--- src/rtl/lc4_encoder.sv ---
// lc4_encoder: packs decoded LC4 instruction fields into 20-bit words,
// buffers them in a small FIFO and streams them into IMEM at consecutive
// addresses starting from a programmable base.
// Optional build macro: LC4_ENC_RANGE_CHECK_EN (reject immediates that do
// not fit the signed field; otherwise immediates are truncated).
module lc4_encoder #(
    parameter int ADDR_W = 16,
    parameter int DEPTH  = 4
) (
    input  logic              clk,
    input  logic              rst,
    input  logic              start,
    input  logic [ADDR_W-1:0] base_addr,
    input  logic              finish,
    input  logic              in_valid,
    output logic              in_ready,
    input  logic [4:0]        in_opcode,
    input  logic [4:0]        in_rd,
    input  logic [4:0]        in_rs,
    input  logic [4:0]        in_rt,
    input  logic [15:0]       in_imm,
    output logic              mem_we,
    output logic [ADDR_W-1:0] mem_addr,
    output logic [19:0]       mem_wdata,
    input  logic              mem_ready,
    output logic [ADDR_W:0]   words_written,
    output logic              busy,
    output logic              done,
    output logic              illegal,
    output logic              range_err
);

    localparam int PTR_W = $clog2(DEPTH);

    localparam logic [1:0] S_IDLE  = 2'd0;
    localparam logic [1:0] S_RUN   = 2'd1;
    localparam logic [1:0] S_DRAIN = 2'd2;

    localparam logic [PTR_W:0]    PTR_ONE  = {{PTR_W{1'b0}}, 1'b1};
    localparam logic [ADDR_W-1:0] ADDR_ONE = {{(ADDR_W-1){1'b0}}, 1'b1};
    localparam logic [ADDR_W:0]   CNT_ONE  = {{ADDR_W{1'b0}}, 1'b1};

    typedef struct packed {
        logic [4:0]  op;
        logic [4:0]  rd;
        logic [4:0]  rs;
        logic [4:0]  rt;
        logic [15:0] imm;
    } enc_req_t;

    enc_req_t          req;
    logic [1:0]        state;
    logic [19:0]       fifo_mem [DEPTH];
    logic [PTR_W:0]    wr_ptr;
    logic [PTR_W:0]    rd_ptr;
    logic [ADDR_W-1:0] addr_q;
    logic [ADDR_W:0]   cnt_q;
    logic              fifo_empty;
    logic              fifo_full;
    logic              op_legal;
    logic              imm_ok;
    logic [19:0]       packed_word;
    logic              accept;
    logic              push;
    logic              pop;

    assign req = '{op: in_opcode, rd: in_rd, rs: in_rs, rt: in_rt, imm: in_imm};

    assign fifo_empty = (wr_ptr == rd_ptr);
    assign fifo_full  = (wr_ptr[PTR_W] != rd_ptr[PTR_W]) &&
                        (wr_ptr[PTR_W-1:0] == rd_ptr[PTR_W-1:0]);

    assign busy          = (state != S_IDLE);
    assign in_ready      = (state == S_RUN) && !fifo_full;
    assign mem_we        = busy && !fifo_empty;
    assign mem_addr      = addr_q;
    // Zero the data bus while idle so unwritten FIFO storage never leaks out.
    assign mem_wdata     = mem_we ? fifo_mem[rd_ptr[PTR_W-1:0]] : 20'd0;
    assign words_written = cnt_q;

    // A start in the same cycle wins: the FIFO is flushed, so any concurrent
    // transfer or write is discarded.
    assign accept = in_valid && in_ready;
    assign push   = accept && op_legal && imm_ok && !start;
    assign pop    = mem_we && mem_ready && !start;

    // Opcode decode and field packing; unused fields are ignored.
    always_comb begin
        op_legal    = 1'b1;
        packed_word = {req.op, 15'd0};
        case (req.op)
            5'b00101, 5'b00110, 5'b01100, 5'b01101,
            5'b01110, 5'b01111, 5'b10001:
                packed_word = {req.op, req.rd, req.rs, req.rt};
            5'b00111, 5'b01001:
                packed_word = {req.op, req.rd, req.rs, req.imm[4:0]};
            5'b01011:
                packed_word = {req.op, req.rd, req.imm[9:0]};
            5'b00001, 5'b00010, 5'b00011, 5'b00100, 5'b01000:
                packed_word = {req.op, req.imm[14:0]};
            5'b00000, 5'b01010:
                packed_word = {req.op, 15'd0};
            default:
                op_legal = 1'b0;
        endcase
    end

`ifdef LC4_ENC_RANGE_CHECK_EN
    // Immediate fits when every bit above the field matches the field's sign bit.
    always_comb begin
        imm_ok = 1'b1;
        case (req.op)
            5'b00111, 5'b01001:
                imm_ok = (req.imm[15:4] == {12{req.imm[4]}});
            5'b01011:
                imm_ok = (req.imm[15:9] == {7{req.imm[9]}});
            5'b00001, 5'b00010, 5'b00011, 5'b00100, 5'b01000:
                imm_ok = (req.imm[15] == req.imm[14]);
            default:
                imm_ok = 1'b1;
        endcase
    end

    // Out-of-range pulse for a legal opcode whose immediate was rejected.
    always_ff @(posedge clk or posedge rst) begin
        if (rst) range_err <= 1'b0;
        else     range_err <= accept && op_legal && !imm_ok && !start;
    end
`else
    logic unused_imm_msb;
    assign unused_imm_msb = req.imm[15];
    assign imm_ok         = 1'b1;
    assign range_err      = 1'b0;
`endif

    // FIFO storage: written on push only, never reset.
    always_ff @(posedge clk) begin
        if (push) fifo_mem[wr_ptr[PTR_W-1:0]] <= packed_word;
    end

    // Control FSM, FIFO pointers, IMEM address and write counter.
    always_ff @(posedge clk or posedge rst) begin
        if (rst) begin
            state   <= S_IDLE;
            wr_ptr  <= '0;
            rd_ptr  <= '0;
            addr_q  <= '0;
            cnt_q   <= '0;
            done    <= 1'b0;
            illegal <= 1'b0;
        end else begin
            done    <= 1'b0;
            illegal <= accept && !op_legal && !start;
            if (start) begin
                state  <= S_RUN;
                wr_ptr <= '0;
                rd_ptr <= '0;
                addr_q <= base_addr;
                cnt_q  <= '0;
            end else begin
                case (state)
                    S_RUN:   if (finish) state <= S_DRAIN;
                    S_DRAIN: if (fifo_empty) begin
                        state <= S_IDLE;
                        done  <= 1'b1;
                    end
                    default: state <= state;
                endcase
                if (push) wr_ptr <= wr_ptr + PTR_ONE;
                if (pop) begin
                    rd_ptr <= rd_ptr + PTR_ONE;
                    addr_q <= addr_q + ADDR_ONE;
                    if (~&cnt_q) cnt_q <= cnt_q + CNT_ONE;
                end
            end
        end
    end

endmodule

--- config.mk ---
export PLATFORM = sky130hd
export DESIGN_NAME = lc4_encoder
export DESIGN_NICKNAME = d
export VERILOG_FILES = /design/src/rtl/lc4_encoder.sv
export SDC_FILE = /design/constraint.sdc
export NUM_CORES = 1
export LEC_CHECK = 0
export ABC_AREA = 1
export ABC_CLOCK_PERIOD_IN_PS = 5500
export BUFFER_PORTS_ARGS = -buffer_cell sky130_fd_sc_hd__buf_2
export CORE_AREA = 2 2 124 90
export CTS_BUF_LIST = sky130_fd_sc_hd__clkbuf_8
export DETAILED_ROUTE_END_ITERATION = 10
export DIE_AREA = 0 0 126 92
export PLACE_DENSITY = 0.87
export SYNTH_ARGS = -nofsm -noshare
export SYNTH_HDL_FRONTEND = slang
export SYNTH_SLANG_ARGS = --single-unit
--- constraint.sdc ---
create_clock -name clk -period 5.5 [get_ports clk]
set_clock_uncertainty 0.1 [all_clocks]
set_input_delay 0 -clock clk [delete_from_list [all_inputs] [get_ports clk]]
set_output_delay 0 -clock clk [all_outputs]
set_load 0.03 [all_outputs]
==> results of run 1 <==
==> cells by family after synthesis <==
logic type | count (synthesis) | synth area share [%]
and+or+nand+nor | 394 | 26.93
DFF | 123 | 54.77
AOI/OAI and AO/OA | 102 | 8.511
buffers and inverters | 88 | 5.950
xor gates and xnor gates | 16 | 2.206
adders and majority gates | 8 | 1.576
other | 1 | 0.05904
==> per-stage QoR <==
step | util, % | area (sq um) | setup WS, ns
floorplan | - | 6351 | 3.003
global placement | 66.21 | 6998 | 1.967
detailed placement | 66.21 | 6998 | 1.888
CTS | 75.73 | 8005 | 1.859
global route | 75.73 | 8005 | 1.607
finish | 75.73 | 8005 | 1.863
==> sequential cells by signal, summed over array words and instances (netlist names) <==
register,cells
mem_addr,16
illegal,1
words_written,17
state,2
wr_ptr,3
rd_ptr,3
fifo_mem,80
done,1
==> cells in the final DEF (no fill, tap or decap), types with 3 or more instances in the layout <==
master / count
sky130_fd_sc_hd__dfrtp_1: 43
sky130_fd_sc_hd__nor3_1: 5
sky130_fd_sc_hd__ha_1: 8
sky130_fd_sc_hd__edfxtp_1: 80
sky130_fd_sc_hd__nand3_1: 59
sky130_fd_sc_hd__or2_2: 6
sky130_fd_sc_hd__inv_2: 4
sky130_fd_sc_hd__o21ai_0: 58
sky130_fd_sc_hd__buf_4: 6
sky130_fd_sc_hd__a21oi_1: 21
sky130_fd_sc_hd__o21ai_1: 10
sky130_fd_sc_hd__nor2_2: 4
sky130_fd_sc_hd__nand4_1: 10
sky130_fd_sc_hd__dlygate4sd3_1: 64
sky130_fd_sc_hd__clkinv_1: 3
sky130_fd_sc_hd__xnor2_1: 5
sky130_fd_sc_hd__nand2_2: 8
sky130_fd_sc_hd__nor2_1: 128
sky130_fd_sc_hd__inv_1: 55
sky130_fd_sc_hd__clkinv_2: 3
sky130_fd_sc_hd__xor2_1: 11
sky130_fd_sc_hd__clkinvlp_4: 5
sky130_fd_sc_hd__o22ai_1: 5
sky130_fd_sc_hd__clkbuf_8: 17
sky130_fd_sc_hd__nand2_1: 165
sky130_fd_sc_hd__buf_2: 114
==> layout make-up <==
class | count | area [sq um] | share of cell area, %
flip-flops and latches | 123 | 3478 | 43.45
multi-input cells | 521 | 2497 | 31.20
repair buffers | 184 | 1256 | 15.69
inverters | 61 | 236.5 | 2.954
clock buffers | 17 | 234.0 | 2.923
well taps | 136 | 170.2 | 2.126
clock inverters | 14 | 132.6 | 1.657
==> timing repair <==
| action | in CTS | in global routing |
|---|---|---|
| hold buffers | 64 | 0 |
| resized for setup | 0 | 0 |
| endpoints found under the hold margin | 160 | 0 |
==> power by group through the flow <==
stage / Clock, mW / Combinational (mW) / Sequential (mW)
after floorplan: 0 / 0.275 / 1.13
after global placement: 0 / 0.426 / 1.09
after detailed placement: 0 / 0.436 / 1.10
after CTS: 0.749 / 0.483 / 1.08
after global routing: 0.786 / 0.535 / 1.08
final: 0.741 / 0.491 / 1.08
==> how the worst max path moves through the flow <==
stage	start	endpoint	slack, ns
2_1_floorplan	rd_ptr[0]$_DFFE_PP0P_	fifo_mem[0][0]$_DFFE_PP_	3.00
3_3_place_gp	rd_ptr[1]$_DFFE_PP0P_	fifo_mem[3][2]$_DFFE_PP_	1.97
3_5_place_dp	rd_ptr[1]$_DFFE_PP0P_	fifo_mem[3][3]$_DFFE_PP_	1.89
4_1_cts	rd_ptr[1]$_DFFE_PP0P_	fifo_mem[3][7]$_DFFE_PP_	1.86
5_1_grt	rd_ptr[1]$_DFFE_PP0P_	fifo_mem[3][7]$_DFFE_PP_	1.61
6_report	rd_ptr[1]$_DFFE_PP0P_	fifo_mem[3][7]$_DFFE_PP_	1.86
==> tightest hold or removal path, stage by stage <==
cell,delay (ns)
sky130_fd_sc_hd__dlygate4sd3_1,0.54
sky130_fd_sc_hd__buf_2,0.12
sky130_fd_sc_hd__clkinv_1,0.03
sky130_fd_sc_hd__buf_4,0.45
==> layer usage <==
layer  up-vias  track usage (%)
li1       2780                -
met1      2593            38.00
met2       262            45.12
met3        34            6.009
met4         0            8.608
met5         -                0
==> metrics.txt, run 1 <==
status completed; top layer in use met4; global-route wire length before repair roughly 25000 microns; core region area approximately 0.011 sq mm; library cell occupying the most area in the post-synthesis netlist sky130_fd_sc_hd__edfxtp_1; initial standard-cell utilization of the core around 60%; Synthesis Warnings 0; synthesized netlist net count 798; Power Internal roughly 1.6 mW; Clock Tree Buf Depth 2; cell type of the slowest stage on the worst timing path sky130_fd_sc_hd__dfrtp_1; met2 routed WL around 7400 microns; Layout Area Growth over Synthesis 26.04%; Crit path required time between 5 and 6 ns; fin crit period 3.637 ns; final-layout setup total negative slack 0 ns; area of the mapped netlist between 0.006 and 0.007 sq mm; Clock transition at path regs about 0.070 ns; Filler Cells Inserted between 700 and 800; proportion of power drawn by flip-flops and latches between 40% and 50%; Worst Max-Slew Pin Slew around 1.1 ns; max-slew violation count 0; setup violation total in the final timing report 0; routed wire length 15690 microns; count of cell types in the netlist 38; clock network power share about 32%; net switching fraction of the power roughly a third; detailed-routing wirelength on met1 roughly 6900 microns; Top Ports 117; per-cell via count in the routed design between 5 and 6; delay of the slowest cell on the worst path 0.96 ns; DIE AREA approximately 0.012 sq mm; vias after detailed routing approximately 5.7k; Post-Syn Area per Cell 8.676 sq um; worst min path class in -> async; CP most frequent cell sky130_fd_sc_hd__nand2_1; Crit. path cell count 8; r2r startpoint rd_ptr[1]$_DFFE_PP0P_; cell breakdown of the critical path inv_2 -> nand2_1 -> nand2_1 -> nand3_1 -> nand3_1 -> nor2_2 -> nand2_1 -> nor2_2; fraction of registers with async set/reset a little over a third; count of mapped cells out of synthesis about 730; Remaining Overflow, GRT 0; Inserted Clock Buffers 17; wire per inst between 10 and 15 microns; Cell Pwr Density between 200 and 300 mW/mm^2; cell family contributing the most delay on the critical path simple AND/OR/NAND/NOR gates; met3 wirelength from detailed routing 1108 microns; Worst VDD drop approximately 0.00020 V; cell at the root of the clock tree sky130_fd_sc_hd__clkbuf_8; clock latency on the worst-skew pair 0.42 ns; antenna violations before repair 0; cell count of the worst reg-to-reg path 8; depth of the CTS H-tree 4; list of most frequent post-synthesis cells sky130_fd_sc_hd__nand2_1 (165), sky130_fd_sc_hd__nor2_1 (129), sky130_fd_sc_hd__edfxtp_1 (80); drc violations 0; total chip power about 2.3 mW; Antenna diodes 0; Setup Buffers After CTS 0; CTS tree built; timing-limited maximum frequency 0.2750 GHz; Slew headroom ~26%; number of max-cap violations 0; setup slack, reg-to-reg 1.86 ns; number of synthesized flops with an enable pin 80; placed instance count between 900 and 1k; switching power total about 720 uW; via count of the first global-routing pass approximately 5.3k; Final ANT Viol Nets 0; Worst setup EP type flip-flop; number of I/O port buffers 114; post-route non-filler standard cell count about 1.1k; highest fanout seen on the critical path 23; sink count of the clock tree approximately 120; routability-driven placement congestion ratio roughly 0.87; share of layout cells above drive strength 1 between 10% and 20%; cell with the most instances after synthesis sky130_fd_sc_hd__nand2_1; CP startpoint kind flip-flop; GRT Resource Usage Total between 20% and 30%; total iterations of the first detailed-routing run 5; share of Yosys cell area claimed by the top area cell type 37.83%; share of the yosys chip area belonging to registers a little over half; Crit Reg-Reg Endpoint fifo_mem[3][7]$_DFFE_PP_; synth top area cells sky130_fd_sc_hd__edfxtp_1 (38%), sky130_fd_sc_hd__dfrtp_1 (17%), sky130_fd_sc_hd__nand2_1 (9.8%); number of register bits inferred by synthesis between 100 and 150; crit share post-route between 60 and 70%; hold violation count in the final report 0; Die Span Y roughly 90 microns; 1st-iter DRT viols roughly 550; leakage power of the design around 3.6 nW; pin count of the biggest net entering global routing 44; count of standard-cell rows 32; arrival time of data at the critical path endpoint approximately 3.6 ns; portion of total power attributed to combinational logic 21.2%; detailed placer's ending HPWL 9374 microns; Min Hold Slack 0.1630 ns; flip-flop cell with the highest count after synthesis sky130_fd_sc_hd__edfxtp_1; kind of critical path reg -> reg; Final nets 974; RSZ-0062 raised after global routing no; width of the die around 130 microns; critical path buffer and inverter count 1
Power figures use the tool's default switching activity.
==> run 2: changes to the inputs <==
==> config.mk (replaced) <==
export PLATFORM = sky130hd
export DESIGN_NAME = lc4_encoder
export DESIGN_NICKNAME = d
export VERILOG_FILES = /design/src/rtl/lc4_encoder.sv
export SDC_FILE = /design/constraint.sdc
export NUM_CORES = 1
export LEC_CHECK = 0
export ABC_AREA = 1
export ABC_CLOCK_PERIOD_IN_PS = 3000
export BUFFER_PORTS_ARGS = -buffer_cell sky130_fd_sc_hd__buf_2
export CORE_AREA = 2 2 136 98
export CTS_BUF_LIST = sky130_fd_sc_hd__clkbuf_8
export DETAILED_ROUTE_END_ITERATION = 10
export DIE_AREA = 0 0 138 100
export PLACE_DENSITY = 0.77
export SYNTH_ARGS = -nofsm -noshare
export SYNTH_HDL_FRONTEND = slang
export SYNTH_SLANG_ARGS = --single-unit
==> constraint.sdc (replaced) <==
create_clock -name clk -period 3 [get_ports clk]
set_clock_uncertainty 0.1 [all_clocks]
set_input_delay 0 -clock clk [delete_from_list [all_inputs] [get_ports clk]]
set_output_delay 0 -clock clk [all_outputs]
set_load 0.03 [all_outputs]
==> run 2 against run 1 <==
Worst setup slack got worse by 1.4 ns. Clock-buffer cell count unchanged. Register-to-register slack got worse by 1.4 ns. Routed wire length rose by 0.73%. Clock power up 98%. Total power grew 88%. Critical endpoint is now mem_wdata[15]. Highest routed layer unchanged. Sequential power increased by 81%. Core utilization fell by 12 points. Combinational power grew 85%. Hold slack got worse by 0.12 ns.
==> metrics.txt, run 2 (same netlist as run 1, synthesis figures left out) <==
Final nets 977; proportion of power drawn by flip-flops and latches between 40% and 50%; Power Internal between 2 and 3 mW; portion of total power attributed to combinational logic 21.0%; worst min path class in -> reg; core region area between 0.01 and 0.015 sq mm; depth of the CTS H-tree 4; Setup Buffers After CTS 0; via count of the first global-routing pass ~5.2k; vias after detailed routing ~5.6k; pin count of the biggest net entering global routing 44; clock network power share 33.9%; status completed; routed wire length ~16000 microns; Inserted Clock Buffers 17; net switching fraction of the power roughly a third; Worst VDD drop ~0.00033 V; share of layout cells above drive strength 1 between 20% and 30%; Cell Pwr Density about 540 mW/mm^2; Final ANT Viol Nets 0; clock latency on the worst-skew pair ~0.42 ns; setup violation total in the final timing report 0; Multi-input gate area 0.002495 sq mm; total iterations of the first detailed-routing run 5; Min Hold Slack approximately 0.039 ns; Slew headroom 37.92%; Remaining Overflow, GRT 0; arrival time of data at the critical path endpoint 2.41 ns; fin crit period roughly 2.5 ns; post-cts sizing count 0; CTS tree built; critical path buffer and inverter count 3; count of standard-cell rows 35; Worst setup EP type primary output; max-slew violation count 0; GRT Resource Usage Total around a quarter; number of flip-flops under the largest register name 80; Filler Cells Inserted about 1.1k; Clock transition at path regs ~0.070 ns; RSZ-0062 raised after global routing no; number of I/O port buffers 114; leakage power of the design ~3.7 nW; register area around 0.0035 sq mm; Clock Tree Buf Depth 2; hold violation count in the final report 0; antenna violations before repair 0; switching power total ~1.4 mW; DIE AREA between 0.01 and 0.015 sq mm; CP most frequent cell sky130_fd_sc_hd__nand2_2; Final Worst Setup Slack between 0.4 and 0.5 ns; Antenna diodes 0; drc violations 0; CP startpoint kind flip-flop; Layout Area Growth over Synthesis 27.29%; most frequent standard cell in the layout excluding fill and tap cells sky130_fd_sc_hd__nand2_1; highest fanout seen on the critical path between 40 and 50; delay of the slowest cell on the worst path 0.45 ns; per-cell via count in the routed design about 5.2; routability-driven placement congestion ratio 0.8240; Worst Max-Slew Pin Slew around 0.93 ns; kind of critical path reg -> out; timing-limited maximum frequency between 0.3 and 0.4 GHz; Die Span Y 100 microns; Crit path required time a little under 3 ns; hold_buf cts 60; Top Ports between 100 and 150; cell family contributing the most delay on the critical path buffers and inverters; final-layout setup total negative slack 0 ns; cell breakdown of the critical path inv_6 -> nand2_2 -> nand2_2 -> nand3_4 -> nand2_1 -> buf_4 -> a21oi_1 -> buf_2; setup slack at placement 0.5245 ns; cell at the root of the clock tree sky130_fd_sc_hd__clkbuf_8; 1st-iter DRT viols approximately 380; global-route wire length before repair 25660 microns; wire per inst approximately 15 microns; detailed placer's ending HPWL approximately 10000 microns; most frequent cells in the layout sky130_fd_sc_hd__nand2_1 (165), sky130_fd_sc_hd__nor2_1 (129), sky130_fd_sc_hd__buf_2 (114); crit share post-route 83.57%; sink count of the clock tree 123; number of max-cap violations 0; width of the die 138 microns; cell type of the slowest stage on the worst timing path sky130_fd_sc_hd__dfrtp_1; initial standard-cell utilization of the core 50.01%
run 2: worst register-to-register path: cells and delay by family (launching register included):
| kind | cells | cell delay [ns] |
|---|---|---|
| DFF | 1 | 0.40 |
| and+or+nand+nor | 7 | 1.24 |
| AOI/OAI and AO/OA | 1 | 0.08 |
| buffers and inverters | 1 | 0.07 |
| adders and majority gates | 2 | 0.48 |
run 2: per-layer routing:
| metal | vias up | global-route usage, % | part of all wire [%] |
|---|---|---|---|
| met3 | 23 | 4.103 | 6.1 |
| met5 | - | 0 | 0 |
| li1 | 2791 | - | - |
| met1 | 2600 | 34.17 | 47 |
| met2 | 203 | 36.14 | 46 |
| met4 | 0 | 7.849 | 1.5 |
run 2: power by group through the flow:
stage	clock network, mW	logic [mW]	registers (mW)
2_1_floorplan	0	0.503	2.07
3_3_place_gp	0	0.811	1.99
3_5_place_dp	0	0.828	2.00
4_1_cts	1.49	0.909	1.96
5_1_grt	1.57	1.00	1.97
6_report	1.47	0.910	1.96
run 2: path summary, 6_finish.rpt:
kind,from,end,slack (ns),cells after the start
hold reg to reg,state[0]$_DFFE_PP0P_,state[0]$_DFFE_PP0P_,0.45,2
setup / recovery,rd_ptr[0]$_DFFE_PP0P_,mem_wdata[15],0.49,8
max in group asynchronous,rst,mem_addr[5]$_DFFE_PP0P_,1.73,4
hold / removal,in_imm[14],fifo_mem[1][14]$_DFFE_PP_,0.04,5
min in group asynchronous,rst,words_written[16]$_DFFE_PP0P_,0.24,3
setup reg to reg,words_written[1]$_DFFE_PP0P_,words_written[2]$_DFFE_PP0P_,0.51,11
run 2: cell type report:
| cell class | count | share of cell area, % |
|---|---|---|
| Timing Repair Buffer | 187 | 15.69 |
| Tap cell | 166 | 2.569 |
| Clock inverter | 15 | 2.028 |
| Inverter | 61 | 2.925 |
| Multi-Input combinational cell | 521 | 30.86 |
| Clock buffer | 17 | 2.894 |
| Sequential cell | 123 | 43.03 |
run 2: metrics by stage:
stage	cells	area (sq um)	power [mW]	util, %
2_1_floorplan	732	6351	2.573	-
3_3_place_gp	998	7086	2.804	55.79
3_5_place_dp	998	7086	2.824	55.79
4_1_cts	1090	8084	4.364	63.66
5_1_grt	1090	8084	4.548	63.66
6_report	1090	8084	4.343	63.66
==> run 3: changes to the inputs <==
==> config.mk (replaced) <==
export PLATFORM = sky130hd
export DESIGN_NAME = lc4_encoder
export DESIGN_NICKNAME = d
export VERILOG_FILES = /design/src/rtl/lc4_encoder.sv
export SDC_FILE = /design/constraint.sdc
export NUM_CORES = 1
export LEC_CHECK = 0
export ABC_AREA = 1
export ABC_CLOCK_PERIOD_IN_PS = 2350
export BUFFER_PORTS_ARGS = -buffer_cell sky130_fd_sc_hd__buf_2
export CORE_AREA = 2 2 129 93
export CTS_BUF_LIST = sky130_fd_sc_hd__clkbuf_8
export DETAILED_ROUTE_END_ITERATION = 10
export DIE_AREA = 0 0 131 95
export PLACE_DENSITY = 0.81
export SYNTH_ARGS = -nofsm -noshare
export SYNTH_HDL_FRONTEND = slang
export SYNTH_SLANG_ARGS = --single-unit
==> constraint.sdc (replaced) <==
create_clock -name clk -period 2.35 [get_ports clk]
set_clock_uncertainty 0.1 [all_clocks]
set_input_delay 0 -clock clk [delete_from_list [all_inputs] [get_ports clk]]
set_output_delay 0 -clock clk [all_outputs]
set_load 0.03 [all_outputs]
==> run 3 against run 2 <==
Sequential cell count unchanged. Hold slack lost 0.00063 ns. Clock-buffer cell count unchanged. Global-route usage is 3.4 points higher. Clock power increased by 52%. Routed wire length increased by 1.8%. Critical path type is now in -> reg. Critical endpoint is now fifo_mem[3][10]$_DFFE_PP_. Highest routed layer unchanged.
==> metrics.txt, run 3 (same netlist as run 1, synthesis figures left out) <==
routed wire length 16080 microns; per-cell via count in the routed design ~5.2; total iterations of the first detailed-routing run 5; Worst setup EP type flip-flop; end-of-flow core utilization between 70 and 80%; hold violation count in the final report 0; fin crit period 2.288 ns; highest fanout seen on the critical path 10; routability-driven placement congestion ratio around 0.89; initial standard-cell utilization of the core approximately 56%; via count of the first global-routing pass roughly 5.2k; Inserted Clock Buffers 17; antenna violations before repair 0; Filler Cells Inserted 827; Final Worst Setup Slack between 0.06 and 0.07 ns; setup slack, reg-to-reg between 0.15 and 0.2 ns; status completed; most frequent cells in the layout sky130_fd_sc_hd__nand2_1 (165), sky130_fd_sc_hd__nor2_1 (128), sky130_fd_sc_hd__buf_2 (114); worst min path class in -> reg; Worst VDD drop between 0.0004 and 0.0005 V; Final ANT Viol Nets 0; number of I/O port buffers between 100 and 150; Clock Tree Buf Depth 2; CP startpoint kind input port; depth of the CTS H-tree 4; CTS tree built; global-route wire length before repair roughly 26000 microns; cell at the root of the clock tree sky130_fd_sc_hd__clkbuf_8; Crit path required time roughly 2.4 ns; pin count of the biggest net entering global routing 43; 1st-iter DRT viols 763; setup slack at placement between 0.002 and 0.003 ns; Setup Buffers After CTS 0; Slew headroom about a third; final-layout setup total negative slack 0 ns; core region area approximately 0.011 sq mm; vias after detailed routing 5687; DIE AREA around 0.012 sq mm; share of layout cells above drive strength 1 roughly a fifth; width of the die roughly 130 microns; GRT Resource Usage Total a little over a quarter; Die Span Y 95 microns; Layout Area Growth over Synthesis 29.96%; crit share post-route a little over nine tenths; count of standard-cell rows 33; Top Ports around 120; number of max-cap violations 0; leakage power of the design 3.725 nW; number of flip-flops under the largest register name 80; Worst Max-Slew Pin Slew between 1 and 1.5 ns; Cell Pwr Density roughly 720 mW/mm^2; wire per inst approximately 15 microns; Clock transition at path regs ~0.070 ns; kind of critical path in -> reg; placed instance count between 900 and 1k; sink count of the clock tree ~120; Area after DPL between 0.007 and 0.008 sq mm; total chip power 5.937 mW; timing-limited maximum frequency roughly 0.44 GHz; arrival time of data at the critical path endpoint 2.36 ns; Final nets 982; Min Hold Slack 0.03817 ns; setup violation total in the final timing report 0; Non-Filler Cell Area, Final around 0.0083 sq mm; Antenna diodes 0; most frequent standard cell in the layout excluding fill and tap cells sky130_fd_sc_hd__nand2_1; drc violations 0; post-route non-filler standard cell count between 1k and 1.5k; Remaining Overflow, GRT 0; clock latency on the worst-skew pair between 0.4 and 0.5 ns; max-slew violation count 0; detailed placer's ending HPWL ~10000 microns
run 3: changes by cell type in the layout (fill, tap and decap cells not counted), moves of 3 or more:
cell and change:
sky130_fd_sc_hd__o21ai_1 +4, sky130_fd_sc_hd__bufinv_16 +4, sky130_fd_sc_hd__clkinvlp_4 +3, sky130_fd_sc_hd__inv_6 -4, sky130_fd_sc_hd__o21ai_0 -4
run 3: timing repair:
item	4_1_cts	5_1_grt
cloned	0	0
setup endpoints to repair	4	53
hold buffers	61	0
hold endpoints to repair	136	0
resized for setup	1	14
run 3: path summary, 6_finish.rpt:
kind	startpoint	to	depth (start not counted)
worst max-delay path	in_opcode[1]	fifo_mem[3][10]$_DFFE_PP_	10
worst min-delay path	in_imm[12]	fifo_mem[0][12]$_DFFE_PP_	5
worst max register to register	wr_ptr[0]$_DFFE_PP0P_	mem_addr[9]$_DFFE_PP0P_	10
worst min register to register	state[0]$_DFFE_PP0P_	state[0]$_DFFE_PP0P_	2
max in group asynchronous	rst	mem_addr[8]$_DFFE_PP0P_	4
min in group asynchronous	rst	words_written[1]$_DFFE_PP0P_	3
run 3: power breakdown:
| group | internal, mW | switching (mW) | leakage [nW] |
|---|---|---|---|
| clock | 1.37 | 0.873 | 0.222 |
| combinational | 0.397 | 0.792 | 2.21 |
| sequential | 2.41 | 0.0986 | 1.30 |
run 3: layout make-up:
cell class / count / area (sq um) / area share, %
clock buffers: 17 / 234.0 / 2.835
clock inverters: 15 / 247.7 / 3.001
inverters: 61 / 239.0 / 2.895
multi-input cells: 521 / 2530 / 30.65
flip-flops and latches: 123 / 3478 / 42.14
well taps: 157 / 196.4 / 2.380
repair buffers: 192 / 1329 / 16.10
run 3: per-layer routing:
metal  GRT usage, %  vias to the layer above  wire (microns)
met5              0                        -               0
met4          6.826                        0             240
met3          5.382                       24            1054
met2          41.11                      238            7426
met1          39.56                     2629            7361
li1               -                     2796               -
run 3: worst max-delay path: stages:
cell and delay, ns:
sky130_fd_sc_hd__dlygate4sd3_1 0.52, sky130_fd_sc_hd__buf_2 0.17, sky130_fd_sc_hd__inv_1 0.12, sky130_fd_sc_hd__nand2_1 0.09, sky130_fd_sc_hd__inv_1 0.06, sky130_fd_sc_hd__nand4_1 0.14
sky130_fd_sc_hd__nand2_1 0.27, sky130_fd_sc_hd__o21ai_0 0.32, sky130_fd_sc_hd__nand2_1 0.07, sky130_fd_sc_hd__dlygate4sd3_1 0.60
